**src/rtl/keypad_array_scanner.sv**
```systemverilog
// Multi-pad matrix keypad scanner: one shared row-scan FSM, per-pad frame debouncing,
// lowest-index key encoding and a round-robin arbitrated event stream with overflow flags.
module keypad_array_scanner #(
    parameter int NUM_PADS       = 2,
    parameter int ROWS           = 4,
    parameter int COLS           = 4,
    parameter int SETTLE_CYCLES  = 25000,
    parameter int DEBOUNCE_SCANS = 4,
    localparam int KI = $clog2(ROWS * COLS),
    localparam int KW = KI + 1,
    localparam int PW = (NUM_PADS > 1) ? $clog2(NUM_PADS) : 1
) (
    input  logic                     clk,
    input  logic                     rst,
    input  logic [NUM_PADS*COLS-1:0] cols,
    output logic [NUM_PADS*ROWS-1:0] rows,
    output logic [NUM_PADS*KW-1:0]   keycode,
    output logic                     evt_valid,
    input  logic                     evt_ready,
    output logic [PW-1:0]            evt_pad,
    output logic                     evt_press,
    output logic [KI-1:0]            evt_key,
    output logic [NUM_PADS-1:0]      overflow,
    output logic [1:0]               dbg_state
);

    localparam int NK = ROWS * COLS;
    localparam int RW = $clog2(ROWS);
    localparam int SW = (SETTLE_CYCLES > 1) ? $clog2(SETTLE_CYCLES + 1) : 1;
    localparam int CW = $clog2(DEBOUNCE_SCANS + 1);

    typedef enum logic [1:0] {
        S_SETTLE = 2'd0,
        S_SAMPLE = 2'd1,
        S_COMMIT = 2'd2
    } state_t;

    state_t          state_q, state_d;
    logic [RW-1:0]   row_q, row_d;
    logic [SW-1:0]   settle_q, settle_d;

    logic [NK-1:0]   raw_q    [NUM_PADS];
    logic [NK-1:0]   last_q   [NUM_PADS];
    logic [NK-1:0]   stable_q [NUM_PADS];
    logic [CW-1:0]   cnt_q    [NUM_PADS];
    logic [CW-1:0]   cnt_nxt  [NUM_PADS];
    logic [NUM_PADS-1:0] load;

    logic [KW-1:0]   kc_now    [NUM_PADS];
    logic [KW-1:0]   kc_prev_q [NUM_PADS];
    logic [NUM_PADS-1:0] ev, ev_press;
    logic [KI-1:0]   ev_key    [NUM_PADS];

    logic [NUM_PADS-1:0] slot_v_q, slot_v_d, slot_press_q;
    logic [KI-1:0]   slot_key_q [NUM_PADS];
    logic            cur_v_q;
    logic [PW-1:0]   cur_pad_q, rr_q, pick, rr_nxt;
    logic            pick_v, hs;

    // ---------------- scan FSM: state register ----------------
    always_ff @(posedge clk or posedge rst) begin
        if (rst) begin
            state_q  <= S_SETTLE;
            row_q    <= '0;
            settle_q <= '0;
        end else begin
            state_q  <= state_d;
            row_q    <= row_d;
            settle_q <= settle_d;
        end
    end

    // ---------------- scan FSM: next state ----------------
    always_comb begin
        state_d  = state_q;
        row_d    = row_q;
        settle_d = settle_q;
        case (state_q)
            S_SETTLE: begin
                if (settle_q == SW'(SETTLE_CYCLES - 1)) begin
                    settle_d = '0;
                    state_d  = S_SAMPLE;
                end else begin
                    settle_d = settle_q + 1'b1;
                end
            end
            S_SAMPLE: begin
                if (row_q == RW'(ROWS - 1)) begin
                    state_d = S_COMMIT;
                end else begin
                    row_d   = row_q + 1'b1;
                    state_d = S_SETTLE;
                end
            end
            S_COMMIT: begin
                row_d   = '0;
                state_d = S_SETTLE;
            end
            default: begin
                row_d    = '0;
                settle_d = '0;
                state_d  = S_SETTLE;
            end
        endcase
    end

    // ---------------- scan FSM: outputs ----------------
    // Rows float high the instant reset asserts, not one clock later.
    always_comb begin
        rows      = '1;
        dbg_state = state_q;
        if (!rst && state_q != S_COMMIT) begin
            for (int p = 0; p < NUM_PADS; p++) begin
                rows[p*ROWS +: ROWS] = ~(ROWS'(1) << row_q);
            end
        end
    end

    // cnt counts repeats beyond the first sighting of a frame, so N identical
    // consecutive frames are reached when the updated count equals N-1.
    always_comb begin
        for (int p = 0; p < NUM_PADS; p++) begin
            cnt_nxt[p] = '0;
            if (raw_q[p] == last_q[p]) begin
                cnt_nxt[p] = (cnt_q[p] == CW'(DEBOUNCE_SCANS)) ? cnt_q[p] : cnt_q[p] + 1'b1;
            end
            load[p] = (int'(cnt_nxt[p]) + 1 >= DEBOUNCE_SCANS);
        end
    end

    always_ff @(posedge clk or posedge rst) begin
        if (rst) begin
            for (int p = 0; p < NUM_PADS; p++) begin
                raw_q[p]    <= '0;
                last_q[p]   <= '0;
                stable_q[p] <= '0;
                cnt_q[p]    <= '0;
            end
        end else if (state_q == S_SAMPLE) begin
            for (int p = 0; p < NUM_PADS; p++) begin
                raw_q[p][int'(row_q)*COLS +: COLS] <= ~cols[p*COLS +: COLS];
            end
        end else if (state_q == S_COMMIT) begin
            for (int p = 0; p < NUM_PADS; p++) begin
                cnt_q[p]  <= cnt_nxt[p];
                last_q[p] <= raw_q[p];
                if (load[p]) stable_q[p] <= raw_q[p];
            end
        end
    end

    // ---------------- key encoding and change detection ----------------
    always_comb begin
        keycode = '0;
        for (int p = 0; p < NUM_PADS; p++) begin
            kc_now[p] = '0;
            for (int k = NK - 1; k >= 0; k--) begin
                if (stable_q[p][k]) kc_now[p] = {1'b1, KI'(k)};
            end
            keycode[p*KW +: KW] = kc_now[p];
            ev[p]       = (kc_now[p] != kc_prev_q[p]);
            ev_press[p] = kc_now[p][KW-1];
            ev_key[p]   = ev_press[p] ? kc_now[p][KI-1:0] : kc_prev_q[p][KI-1:0];
        end
    end

    // ---------------- event slots and arbitration ----------------
    // Event stream: a transfer happens on a clock edge where evt_valid && evt_ready;
    // evt_pad stays fixed until then, and the payload is the pad's pending slot
    // (it is replaced only if that pad produces a newer event meanwhile).
    assign hs = cur_v_q && evt_ready;

    always_comb begin
        int idx;
        idx    = 0;
        pick_v = 1'b0;
        pick   = cur_pad_q;
        for (int p = 0; p < NUM_PADS; p++) begin
            slot_v_d[p] = slot_v_q[p];
            if (hs && cur_pad_q == PW'(p)) slot_v_d[p] = 1'b0;
            if (ev[p]) slot_v_d[p] = 1'b1;
        end
        for (int i = 0; i < NUM_PADS; i++) begin
            idx = int'(rr_q) + i;
            if (idx >= NUM_PADS) idx = idx - NUM_PADS;
            if (!pick_v && slot_v_d[idx]) begin
                pick_v = 1'b1;
                pick   = PW'(idx);
            end
        end
        idx    = int'(pick) + 1;
        rr_nxt = (idx >= NUM_PADS) ? '0 : PW'(idx);
    end

    always_ff @(posedge clk or posedge rst) begin
        if (rst) begin
            for (int p = 0; p < NUM_PADS; p++) begin
                kc_prev_q[p]  <= '0;
                slot_key_q[p] <= '0;
            end
            slot_v_q     <= '0;
            slot_press_q <= '0;
            overflow     <= '0;
            cur_v_q      <= 1'b0;
            cur_pad_q    <= '0;
            rr_q         <= '0;
        end else begin
            slot_v_q <= slot_v_d;
            for (int p = 0; p < NUM_PADS; p++) begin
                kc_prev_q[p] <= kc_now[p];
                if (ev[p]) begin
                    slot_press_q[p] <= ev_press[p];
                    slot_key_q[p]   <= ev_key[p];
                    if (slot_v_q[p] && !(hs && cur_pad_q == PW'(p))) overflow[p] <= 1'b1;
                end
            end
            if (!cur_v_q || evt_ready) begin
                cur_v_q <= pick_v;
                if (pick_v) begin
                    cur_pad_q <= pick;
                    rr_q      <= rr_nxt;
                end
            end
        end
    end

    assign evt_valid = cur_v_q;
    assign evt_pad   = cur_pad_q;
    assign evt_press = slot_press_q[cur_pad_q];
    assign evt_key   = slot_key_q[cur_pad_q];

endmodule

```
**config.mk**
```make
export PLATFORM = sky130hd
export DESIGN_NAME = keypad_array_scanner
export DESIGN_NICKNAME = d
export VERILOG_FILES = /design/src/rtl/keypad_array_scanner.sv
export SDC_FILE = /design/constraint.sdc
export NUM_CORES = 1
export LEC_CHECK = 0
export ABC_AREA = 1
export ABC_CLOCK_PERIOD_IN_PS = 8840
export CORE_ASPECT_RATIO = 0.8
export CORE_MARGIN = 2
export CORE_UTILIZATION = 45
export DETAILED_ROUTE_END_ITERATION = 8
export PLACE_DENSITY_LB_ADDON = 0.08
export SKIP_LAST_GASP = 1
export SYNTH_ARGS = -nofsm -noshare
export SYNTH_HDL_FRONTEND = slang
export SYNTH_SLANG_ARGS = --single-unit
export TNS_END_PERCENT = 10
```
**constraint.sdc**
```tcl
create_clock -name clk -period 8.84 [get_ports clk]
set_clock_uncertainty 0.15 [all_clocks]
set_input_delay 2.652 -clock clk [delete_from_list [all_inputs] [get_ports clk]]
set_output_delay 2.652 -clock clk [all_outputs]
set_load 0.02 [all_outputs]
```
==> impl_metrics.ini <==
[global_route]
antenna_violations_before_repair = 0
grt_max_degree = 76
grt_pass1_vias = 5326
gr-total-overflow = 0
global_route_wire_length_before_repair_um = 26300
grt_use_total_pct = 19.8

[drt]
drt_pre_antenna_iters = 5
routed_wirelength_um = 15600
via_per_inst = 4.97
routedWlPerCell_um = 14.3
drc = 0
route.antenna.remaining_nets = 0
vias = 5426
detail_route.iter0.violations = 332

[logic_synthesis]
yosysWarnings = 0
synth_seq_area_share_pct = 51.7
number_of_nets_in_the_synthesized_netlist = 858
synthesized_netlist_cell_count = 833
ys_ff_latch = 148
ys_types = 41
synth.cell_area_sq_um = 7160
avgSynthCellArea_sq_um = 8.60

[cts]
tritoncts = done
cts_made_buffers = 17
post-cts-setup-buffer-count = 0
cts_repair_resize_count = 0
cts-root-to-sink-buffers = 2
clock_sink_count = 148
cts.root.buffer_cell = clkbuf_16
cts-htree-levels = 4
clkTransAtPathRegs_ns = 0.06
worst_skew_pair.late_latency_ns = 0.42
postCtsHoldBufs = 0

[floorplan]
std_cell_rows = 41
initial_core_util_pct = 45.8
floorplan.io_pins = 40
core_sq_um = 15600
die_area_sq_um = 16900
dieWidth_um = 145
die_h_um = 117

[critical_path]
critical_path.cell_chain = clkdlybuf4s50_1 > nor2_1 > nand2_1 > clkdlybuf4s50_1
worstSetupPathType = in2out
crit_arrival_ns = 4.13
critical_path.max_stage_delay_ns = 0.56
cp_max_fo = 4
critical_path.endpoint_type = primary output
timing.critical_path.slowest_stage_cell = clkdlybuf4s50_1
req_time_crit_path_ns = 6.04
cp_launch_type = input pin
path_common_cell = clkdlybuf4s50_1

[timing]
rsz0062_at_grt = no
worstMarginPinSlew_ns = 1.02
fin_hold_ws_ns = 0.317
finalSetupTns_ns = 0
slew-limit-headroom_pct = 31.8
achievable_freq_mhz = 144
finalCritPeriodShare_pct = 78.5
timing.final.crit_period_ns = 6.94
timing.final.setup_violations = 0
drv_slew = 0
timing_hold_violations_final = 0

[placed_design]
portBuffers = 39
post-dp-hpwl_um = 11000
place.detailed.instances = 1062
globalplace.congestion = 0.850

[cells_and_area]
layout-area-overhead-vs-synth_pct = 15.8
num-nets-final = 891
diodes = 0
nFillCells = 1468
post_route_cells_drive_above_1_share_pct = 9.70
finalNonFillerCells = 1091

[power_and_ir_drop]
cellLeakagePower_nw = 3.97
p_per_area_nw_per_um2 = 173
vdd_drop_max_v = 0.000142

[status]
run_status = completed

[run]
drv_cap = 0

[min_path]
hold_path.class = reg2reg
[Yosys cell counts]
library cell,number,area share (%)
nor2_1,56,2.9
a21o_1,3,0.31
nor2_2,6,0.52
a21oi_1,14,0.98
xnor2_1,19,2.3
nor4_2,1,0.17
nand3_2,1,0.14
o21ai_2,16,2.0
inv_2,10,0.52
a221oi_1,1,0.12
nand4_2,1,0.17
nand3_1,37,2.6
o32ai_1,8,0.98
clkbuf_1,12,0.63
o211ai_1,1,0.10
buf_4,4,0.42
o21ai_0,60,4.2
nand3b_1,2,0.21
buf_1,3,0.16
o21ai_1,22,1.5
xor2_1,15,1.8
nand3_4,1,0.24
dfrtp_1,148,52
ha_1,14,2.4
nand2_2,16,1.4
nor3_1,12,0.84
buf_6,3,0.47
nor4_1,4,0.35
a31oi_1,2,0.17
nand4_1,7,0.61
nor3b_1,1,0.10
nor2_4,2,0.31
or2_2,2,0.17
buf_2,5,0.35
or4_1,1,0.10
o22ai_1,24,2.1
inv_1,131,6.9
clkinv_1,1,0.052
o21bai_1,1,0.10
nand2_1,165,8.6
o21a_1,1,0.10
[worst max-delay path: cells and delay by family]
kind | cells | cell delay [ns]
AND/OR/NAND/NOR | 2 | 0.43
buffers and inverters | 2 | 1.04
[sequential cells by signal, summed over array words and instances (netlist names), named ones only]
name / cells
row_q: 2
slot_v_q: 2
settle_q: 15
stable_q: 32
kc_prev_q: 10
raw_q: 32
slot_press_q: 2
last_q: 32
dbg_state: 2
cnt_q: 6
evt_valid: 1
slot_key_q: 8
overflow: 2
[where the power goes]
group,total [mW],leakage (nW),internal [mW],switching [mW]
sequential,0.678,1.89,0.678,0.00000000000000000753
combinational,0.0222,1.79,0.00537,0.0169
clock,0.732,0.295,0.476,0.256
total,1.43,3.97,1.16,0.273
[final timing paths]
| kind | startpoint | end | slack (ns) | cells after the start |
|---|---|---|---|---|
| min reg2reg | overflow[0] | overflow[0] | 0.32 | 1 |
| min | overflow[0] | overflow[0] | 0.32 | 1 |
| max reg2reg | dbg_state[0] | stable_q[27] | 5.79 | 7 |
| min in group asynchronous | rst | cnt_q[0] | 2.61 | 2 |
| max in group asynchronous | rst | cnt_q[5] | 4.52 | 3 |
| max | rst | rows[2] | 1.90 | 4 |
[cell type report]
type,count,area (sq um),area share [%]
Inverter,142,538,6.49
Multi-Input combinational cell,516,2780,33.5
Tap cell,215,269,3.24
Timing Repair Buffer,41,405,4.89
Clock inverter,4,95.1,1.15
Clock buffer,25,505,6.09
Sequential cell,148,3700,44.6
[kinds of logic after synthesis]
kind of cell,synth area share (%)
DFF,51.7
AOI/OAI and AO/OA,12.7
adders and majority gates,2.45
xor gates and xnor gates,4.16
buffers and inverters,9.47
and+or+nand+nor,19.5
[per-layer routing]
metal	track usage (%)	wire, um
met5	0	0
met4	7.33	164
met3	4.34	666
met2	30.7	6810
met1	27.8	7940
[stage by stage]
step	setup WS [ns]	power (mW)	utilization, %	instance area (sq um)
finish	1.90	1.43	53.0	8300
global route	1.82	1.48	53.0	8300
CTS	1.87	1.45	53.0	8300
detailed placement	1.87	0.713	49.2	7690
global placement	1.89	0.713	49.2	7690
floorplan	2.06	0.701	-	7160
[placed cells by master, fill, tap and decap left out, types with 7 or more instances in the layout]
cell type / instances
inv_2: 10
xnor2_1: 19
o21ai_0: 60
o21ai_2: 16
o32ai_1: 8
o22ai_1: 24
dfrtp_1: 148
a21oi_1: 14
nand2_2: 16
nand2_1: 165
nand3_1: 37
xor2_1: 15
clkdlybuf4s50_1: 39
nor3_1: 12
nor2_1: 56
o21ai_1: 22
inv_1: 130
nand4_1: 7
clkbuf_16: 17
ha_1: 14
Power figures use the tool's default switching activity.
